<file path="src/rtl/pet_pkg.sv">
// Shared state encoding and widths for the pet care-chain engine.
// Pure constants and helpers; no logic, no latency, no flow control.
package pet_pkg;
   localparam int ST_DONE   = 0;
   localparam int ST_IDLE   = 1;
   localparam int ST_STAGE0 = 2;
   localparam int SECS_W    = 12;

   function automatic int st_stage(input int k);
      return ST_STAGE0 + k;
   endfunction

   function automatic int st_dead(input int n);
      return ST_STAGE0 + n;
   endfunction
endpackage

</file>
<file path="src/rtl/pet_tick_gen.sv">
// One-second prescaler: o_tick pulses for one cycle when the count is CLK_HZ-1.
// o_tick is combinational from the counter; free-running, no backpressure.
module pet_tick_gen #(
   parameter int CLK_HZ = 50000000
) (
   input  logic clk,
   input  logic reset,
   output logic o_tick
);
   localparam int PW = (CLK_HZ > 1) ? $clog2(CLK_HZ) : 1;

   logic [PW-1:0] r_cnt;
   logic          w_last;

   assign w_last = (r_cnt == PW'(CLK_HZ - 1));
   assign o_tick = w_last;

   always_ff @(posedge clk or posedge reset) begin
      if (reset)       r_cnt <= '0;
      else if (w_last) r_cnt <= '0;
      else             r_cnt <= r_cnt + 1'b1;
   end
endmodule

</file>
<file path="src/rtl/pet_state_engine.sv">
// N-stage pet care chain (proximity start, button advance, seconds timeout); PET_HEALTH_EN adds health/DEAD.
// State moves one cycle after a qualifying event (buttons add 2 sync + 1 edge cycle); no backpressure.
module pet_state_engine import pet_pkg::*; #(
   parameter  int CLK_HZ     = 50000000,
   parameter  int TIMEOUT_S  = 60,
   parameter  int NEED_N     = 2,
   parameter  int DIST_TH_CM = 5,
   parameter  int CM_W       = 16,
   parameter  int HEALTH_MAX = 7,
   localparam int STATE_W    = $clog2(NEED_N + 3),
   localparam int HEALTH_W   = $clog2(HEALTH_MAX + 1)
) (
   input  logic                clk,
   input  logic                reset,
   input  logic                enable,
   input  logic [CM_W-1:0]     prox_cm,
   input  logic [NEED_N-1:0]   act,
   output logic [STATE_W-1:0]  state,
   output logic [SECS_W-1:0]   secs,
   output logic                sensor_hold,
   output logic                tick_1s,
   output logic                done_pulse,
   output logic [HEALTH_W-1:0] health
);
   localparam logic [STATE_W-1:0] S_DONE   = STATE_W'(ST_DONE);
   localparam logic [STATE_W-1:0] S_IDLE   = STATE_W'(ST_IDLE);
   localparam logic [STATE_W-1:0] S_STAGE0 = STATE_W'(ST_STAGE0);
   localparam logic [STATE_W-1:0] S_LAST   = STATE_W'(st_stage(NEED_N - 1));
`ifdef PET_HEALTH_EN
   localparam logic [STATE_W-1:0] S_DEAD   = STATE_W'(st_dead(NEED_N));
`endif

   logic [NEED_N-1:0]  r_act_s1, r_act_s2, r_act_d, w_act_rise;
   logic [STATE_W-1:0] r_state, w_nxt, w_stage_nxt;
   logic [SECS_W-1:0]  r_secs;
   logic               r_sensor_hold, r_done_pulse;
   logic               w_tick, w_timeout, w_is_stage, w_cur_rise, w_secs_clr;
   logic               w_hold_nxt, w_done_nxt;
`ifdef PET_HEALTH_EN
   logic [HEALTH_W-1:0] r_health, w_health_nxt;
`endif

   pet_tick_gen #(.CLK_HZ(CLK_HZ)) u_tick (
      .clk    (clk),
      .reset  (reset),
      .o_tick (w_tick)
   );

   always_ff @(posedge clk or posedge reset) begin
      if (reset) begin
         r_act_s1 <= '0;
         r_act_s2 <= '0;
         r_act_d  <= '0;
      end else begin
         r_act_s1 <= act;
         r_act_s2 <= r_act_s1;
         r_act_d  <= r_act_s2;
      end
   end

   assign w_act_rise = r_act_s2 & ~r_act_d;
   assign w_timeout  = w_tick && (r_secs == SECS_W'(TIMEOUT_S - 1));

   always_ff @(posedge clk or posedge reset) begin
      if (reset) begin
         r_state       <= S_IDLE;
         r_sensor_hold <= 1'b0;
         r_done_pulse  <= 1'b0;
      end else begin
         r_state       <= w_nxt;
         r_sensor_hold <= w_hold_nxt;
         r_done_pulse  <= w_done_nxt;
      end
   end

   always_comb begin
      w_is_stage  = 1'b0;
      w_cur_rise  = 1'b0;
      w_stage_nxt = r_state;
      for (int k = 0; k < NEED_N; k++) begin
         if (r_state == STATE_W'(st_stage(k))) begin
            w_is_stage  = 1'b1;
            w_cur_rise  = w_act_rise[k];
            w_stage_nxt = (k == NEED_N - 1) ? S_DONE : STATE_W'(st_stage(k + 1));
         end
      end
      w_nxt      = r_state;
      w_secs_clr = 1'b0;
`ifdef PET_HEALTH_EN
      w_health_nxt = r_health;
      if (r_state == S_DEAD) begin
      end else
`endif
      if (w_timeout) begin
         // An IDLE timeout only restarts the seconds count.
         w_secs_clr = 1'b1;
         if (w_is_stage) begin
`ifdef PET_HEALTH_EN
            if (r_health != '0) w_health_nxt = r_health - 1'b1;
            w_nxt = (r_health <= HEALTH_W'(1)) ? S_DEAD : S_IDLE;
`else
            w_nxt = S_IDLE;
`endif
         end else if (r_state == S_DONE) begin
            w_nxt = S_IDLE;
         end
      end else if (r_state == S_IDLE && !enable && prox_cm <= CM_W'(DIST_TH_CM)) begin
         w_nxt      = S_STAGE0;
         w_secs_clr = 1'b1;
      end else if (w_is_stage && enable && w_cur_rise) begin
         w_nxt      = w_stage_nxt;
         w_secs_clr = 1'b1;
`ifdef PET_HEALTH_EN
         if (w_stage_nxt == S_DONE && r_health != HEALTH_W'(HEALTH_MAX))
            w_health_nxt = r_health + 1'b1;
`endif
      end
   end

   always_comb begin
      w_hold_nxt = (w_nxt >= S_STAGE0) && (w_nxt <= S_LAST);
      w_done_nxt = (w_nxt == S_DONE) && (r_state != S_DONE);
   end

   always_ff @(posedge clk or posedge reset) begin
      if (reset)                           r_secs <= '0;
      else if (w_secs_clr)                 r_secs <= '0;
      else if (w_tick && r_secs != '1)     r_secs <= r_secs + 1'b1;
   end

`ifdef PET_HEALTH_EN
   always_ff @(posedge clk or posedge reset) begin
      if (reset) r_health <= HEALTH_W'(HEALTH_MAX);
      else       r_health <= w_health_nxt;
   end
   assign health = r_health;
`else
   assign health = HEALTH_W'(HEALTH_MAX);
`endif

   assign state       = r_state;
   assign secs        = r_secs;
   assign sensor_hold = r_sensor_hold;
   assign done_pulse  = r_done_pulse;
   assign tick_1s     = w_tick;
endmodule

</file>
<file path="config.mk">
export PLATFORM = sky130hd
export DESIGN_NAME = pet_state_engine
export DESIGN_NICKNAME = d
export VERILOG_FILES = /design/src/rtl/pet_pkg.sv /design/src/rtl/pet_tick_gen.sv /design/src/rtl/pet_state_engine.sv
export SDC_FILE = /design/constraint.sdc
export NUM_CORES = 1
export LEC_CHECK = 0
export BUFFER_PORTS_ARGS = -buffer_cell sky130_fd_sc_hd__clkbuf_2
export CORE_MARGIN = 2
export CORE_UTILIZATION = 56
export CTS_CLUSTER_DIAMETER = 120
export DETAILED_ROUTE_END_ITERATION = 10
export PLACE_DENSITY = 0.8
export SLEW_MARGIN = 20
export SYNTH_ARGS = -nofsm -noshare
export SYNTH_HDL_FRONTEND = slang
export SYNTH_SLANG_ARGS = --single-unit
</file>
<file path="constraint.sdc">
create_clock -name clk -period 2.7 [get_ports clk]
set_input_delay 0.405 -clock clk [delete_from_list [all_inputs] [get_ports clk]]
set_output_delay 0.405 -clock clk [all_outputs]
set_load 0.01 [all_outputs]
</file>
==> metrics.md <==
| Metric | Value |
|---|---|
| Total grt overflow | `0` |
| Crit end category | `flip-flop` |
| Cell variety after synth | `41` |
| Via count | `2,024` |
| Total CTS buffers | `5` |
| WL met3 | `211 um` |
| Pre-CTS setup slack | `0.2712 ns` |
| Placer Congestion | `0.8578` |
| Worst-Skew Late Latency | `roughly 0.30 ns` |
| Most used DFF post-synth | `dfrtp_1` |
| Initial antenna violation count | `0` |
| H-Tree Depth | `2` |
| Core Util, Final | `between 60% and 70%` |
| DRC Markers | `0` |
| DP Wirelength | `3.741 mm` |
| Setup violators final | `0` |
| Worst setup SP type | `flip-flop` |
| Largest net degree at the start of global routing | `50` |
| Fin crit period | `between 2 and 2.5 ns` |
| Clock sink total | `roughly 50` |
| Die Height | `70.38 um` |
| CP Data Required Time | `2.92 ns` |
| Global Route Usage Sum | `21.81%` |
| Initial drt markers | `137` |
| Leak Pwr | `between 1 and 1.5 nW` |
| Routed Antenna Nets | `0` |
| Final Non-Filler Cells | `345` |
| WS Path Type | `flip-flop to flip-flop` |
| RSZ-0062 raised after global routing | `no` |
| Mapped Area | `around 0.0025 mm^2` |
| Diodes inserted | `0` |
| Avg Cell Area, Syn | `9.830 um^2` |
| Via density | `5.867` |
| Wire per inst | `14.89 um` |
| Final Hold Fails | `0` |
| Clk buf depth | `2` |
| Ys Warns | `0` |
| Hold Crit Class | `input pin to async pin` |
| Worst Clk Skew | `roughly 0.0090 ns` |
| VDD IR max | `0.3097 mV` |
| Crit Path Max Fanout | `13` |
| Met2 wire len | `2.608 mm` |
| Final WS setup | `0.2461 ns` |
| Largest area contributor in the netlist | `dfrtp_1` |
| Max cap viols | `0` |
| Layout cell share with drive strength beyond 1 | `a little over a fifth` |
| Max-slew headroom | `about a quarter` |
| Core ar. | `around 0.0043 mm^2` |
| Sequential area share after synthesis | `about 50%` |
| Vias in the first global route | `1,949` |
| Root buffer cell | `clkbuf_8` |
| I/O Buffers | `37` |
| Yosys top cell area share | `between 40% and 50%` |
| Cells resized by post-CTS repair | `0` |
| Status | `complete, no violations` |
| Final period util | `between 90% and 100%` |
| Clk slew on worst S/H paths | `~0.09 ns` |
| Post-Syn Instances | `approximately 250` |
| Net count, final | `315` |
| Row count | `24` |
| Post-CTS Hold Buffers | `0` |
| Dpl cells | `about 340` |
| Initial core utilization | `between 50% and 60%` |
| P&R area growth vs syn | `13.39%` |
| Die width | `between 70 and 80 um` |
| Number of synthesized flops with an enable pin | `0` |
| Final setup TNS | `0 ns` |
| Area contributors post-synth | `dfrtp_1 49%, xnor2_1 4.3%, xor2_1 4.3%, nand4_1 4.1%, nor2_1 3.8%` |
| Highest metal used | `met4` |
| DR pass1 iterations | `5` |
| Pins over their slew limit | `0` |
| Crit path DAT | `between 2 and 3 ns` |
| Worst-Margin Slew | `1.101 ns` |
| WL met1 | `2.255 mm` |
| Fmax | `407.5 MHz` |
| Ys async rst share | `100.0%` |
| Die area | `0.004953 mm^2` |
| Post CTS Setup Buffer Count | `0` |
| Global-route wire length before repair | `8.721 mm` |
| Post-synthesis register bit count | `49` |
| PwrDens | `472.0 mW/mm^2` |
| CTS tree | `done` |
| Routed WL | `5.138 mm` |
| Num ports | `42` |
registers in the layout, indices dropped and copies added (netlist names):
name,cells
u_tick.r_cnt,26
secs,12
state,3
r_act_d,2
r_act_s1,2
r_act_s2,2
done_pulse,1
sensor_hold,1
critical path, stage by stage, from the launching register on:
cell,delay [ns]
dfrtp_1,0.43
or4_4,0.57
nor4_4,0.28
nand2_1,0.33
or4_1,0.59
a21oi_1,0.17
stage by stage:
step	power [W]	hold WS, ns	instance area, um^2
detailed placement	0.0009126	0.3347	2710
CTS	0.001332	0.1948	2796
finish	0.001321	0.1988	2798
global route	0.001380	0.1882	2798
floorplan	0.0008647	0.3312	2475
global placement	0.0009076	0.3323	2710
where the power goes:
part           internal, W  total [W]  switching [W]
registers         0.000765   0.000787      0.0000219
logic            0.0000450   0.000110      0.0000651
clock network     0.000179   0.000424       0.000245
total             0.000989    0.00132       0.000332
area by class of cell:
class / instances / area [um^2]
Clock inverter: 3 / 17.52
Clock buffer: 5 / 68.82
Fill cell: 360 / 1496
Tap cell: 52 / 65.06
Sequential cell: 49 / 1227
Inverter: 5 / 20.02
Multi-Input combinational cell: 189 / 1176
Timing Repair Buffer: 42 / 222.7
synthesized netlist by cell type, types with 2 or more instances:
master / count
dfrtp_1: 48
nor2_1: 25
nand2_1: 18
nand3_1: 17
nand4_1: 16
xnor2_1: 12
xor2_1: 12
a21oi_1: 9
nor4_1: 9
o21ai_0: 9
and3_1: 7
nor3_1: 7
or4_1: 6
inv_1: 5
nand3b_1: 5
o31ai_1: 5
clkbuf_1: 4
buf_2: 3
buf_4: 3
or3_1: 3
and4_1: 2
ha_1: 2
nor2b_1: 2
nor3b_1: 2
o211ai_1: 2
or3b_2: 2
or4_4: 2
metal layers:
layer	vias to the layer above	GRT usage (%)
li1	988	-
met1	971	28.40
met2	57	37.00
met3	8	4.185
met4	0	6.197
met5	-	0
kinds of logic after synthesis:
logic type,synth area share [%]
AND/OR/NAND/NOR,30.12
flip-flops,49.75
AO/OA/AOI/OAI,7.150
XOR/XNOR,8.519
buffers and inverters,2.890
adder cells (fa/ha/maj),1.014
other,0.1520
multiplexers,0.4057
cells in the final DEF, fill, tap and decap left out, drive strengths merged:
| cell | n |
|---|---|
| ha | 2 |
| or4 | 8 |
| or3 | 3 |
| o21ai | 9 |
| or3b | 2 |
| and2 | 1 |
| clkbuf | 42 |
| buf | 5 |
| a21oi | 9 |
| o31ai | 5 |
| nor2b | 2 |
| dfstp | 1 |
| dfrtp | 48 |
| o21ba | 1 |
| mux2i | 1 |
| nand3 | 17 |
| nor4 | 10 |
| nor3 | 7 |
| a22oi | 1 |
| and3 | 7 |
| or4b | 2 |
| xor2 | 12 |
| nand3b | 5 |
| conb | 3 |
| nor3b | 2 |
| nand2 | 18 |
| o2111ai | 1 |
| nor4b | 1 |
| nor2 | 26 |
| clkinv | 3 |
| clkinvlp | 1 |
| nand4 | 16 |
| xnor2 | 12 |
| inv | 4 |
| and4 | 2 |
| o211ai | 2 |
| a211oi | 1 |
| nand4b | 1 |
final timing paths:
kind                                  from                to  slack [ns]  cells after the start
max in group asynchronous            reset  u_tick.r_cnt[16]        2.01                      2
hold reg to reg                r_act_s1[1]       r_act_s2[1]        0.36                      0
setup / recovery           u_tick.r_cnt[9]           secs[5]        0.25                      5
min in group clk                    act[0]       r_act_s1[0]        0.20                      1
setup reg to reg           u_tick.r_cnt[9]           secs[5]        0.25                      5
hold / removal                       reset       r_act_s1[0]        0.20                      2
Note: power is estimated with default switching activity, not from simulation.
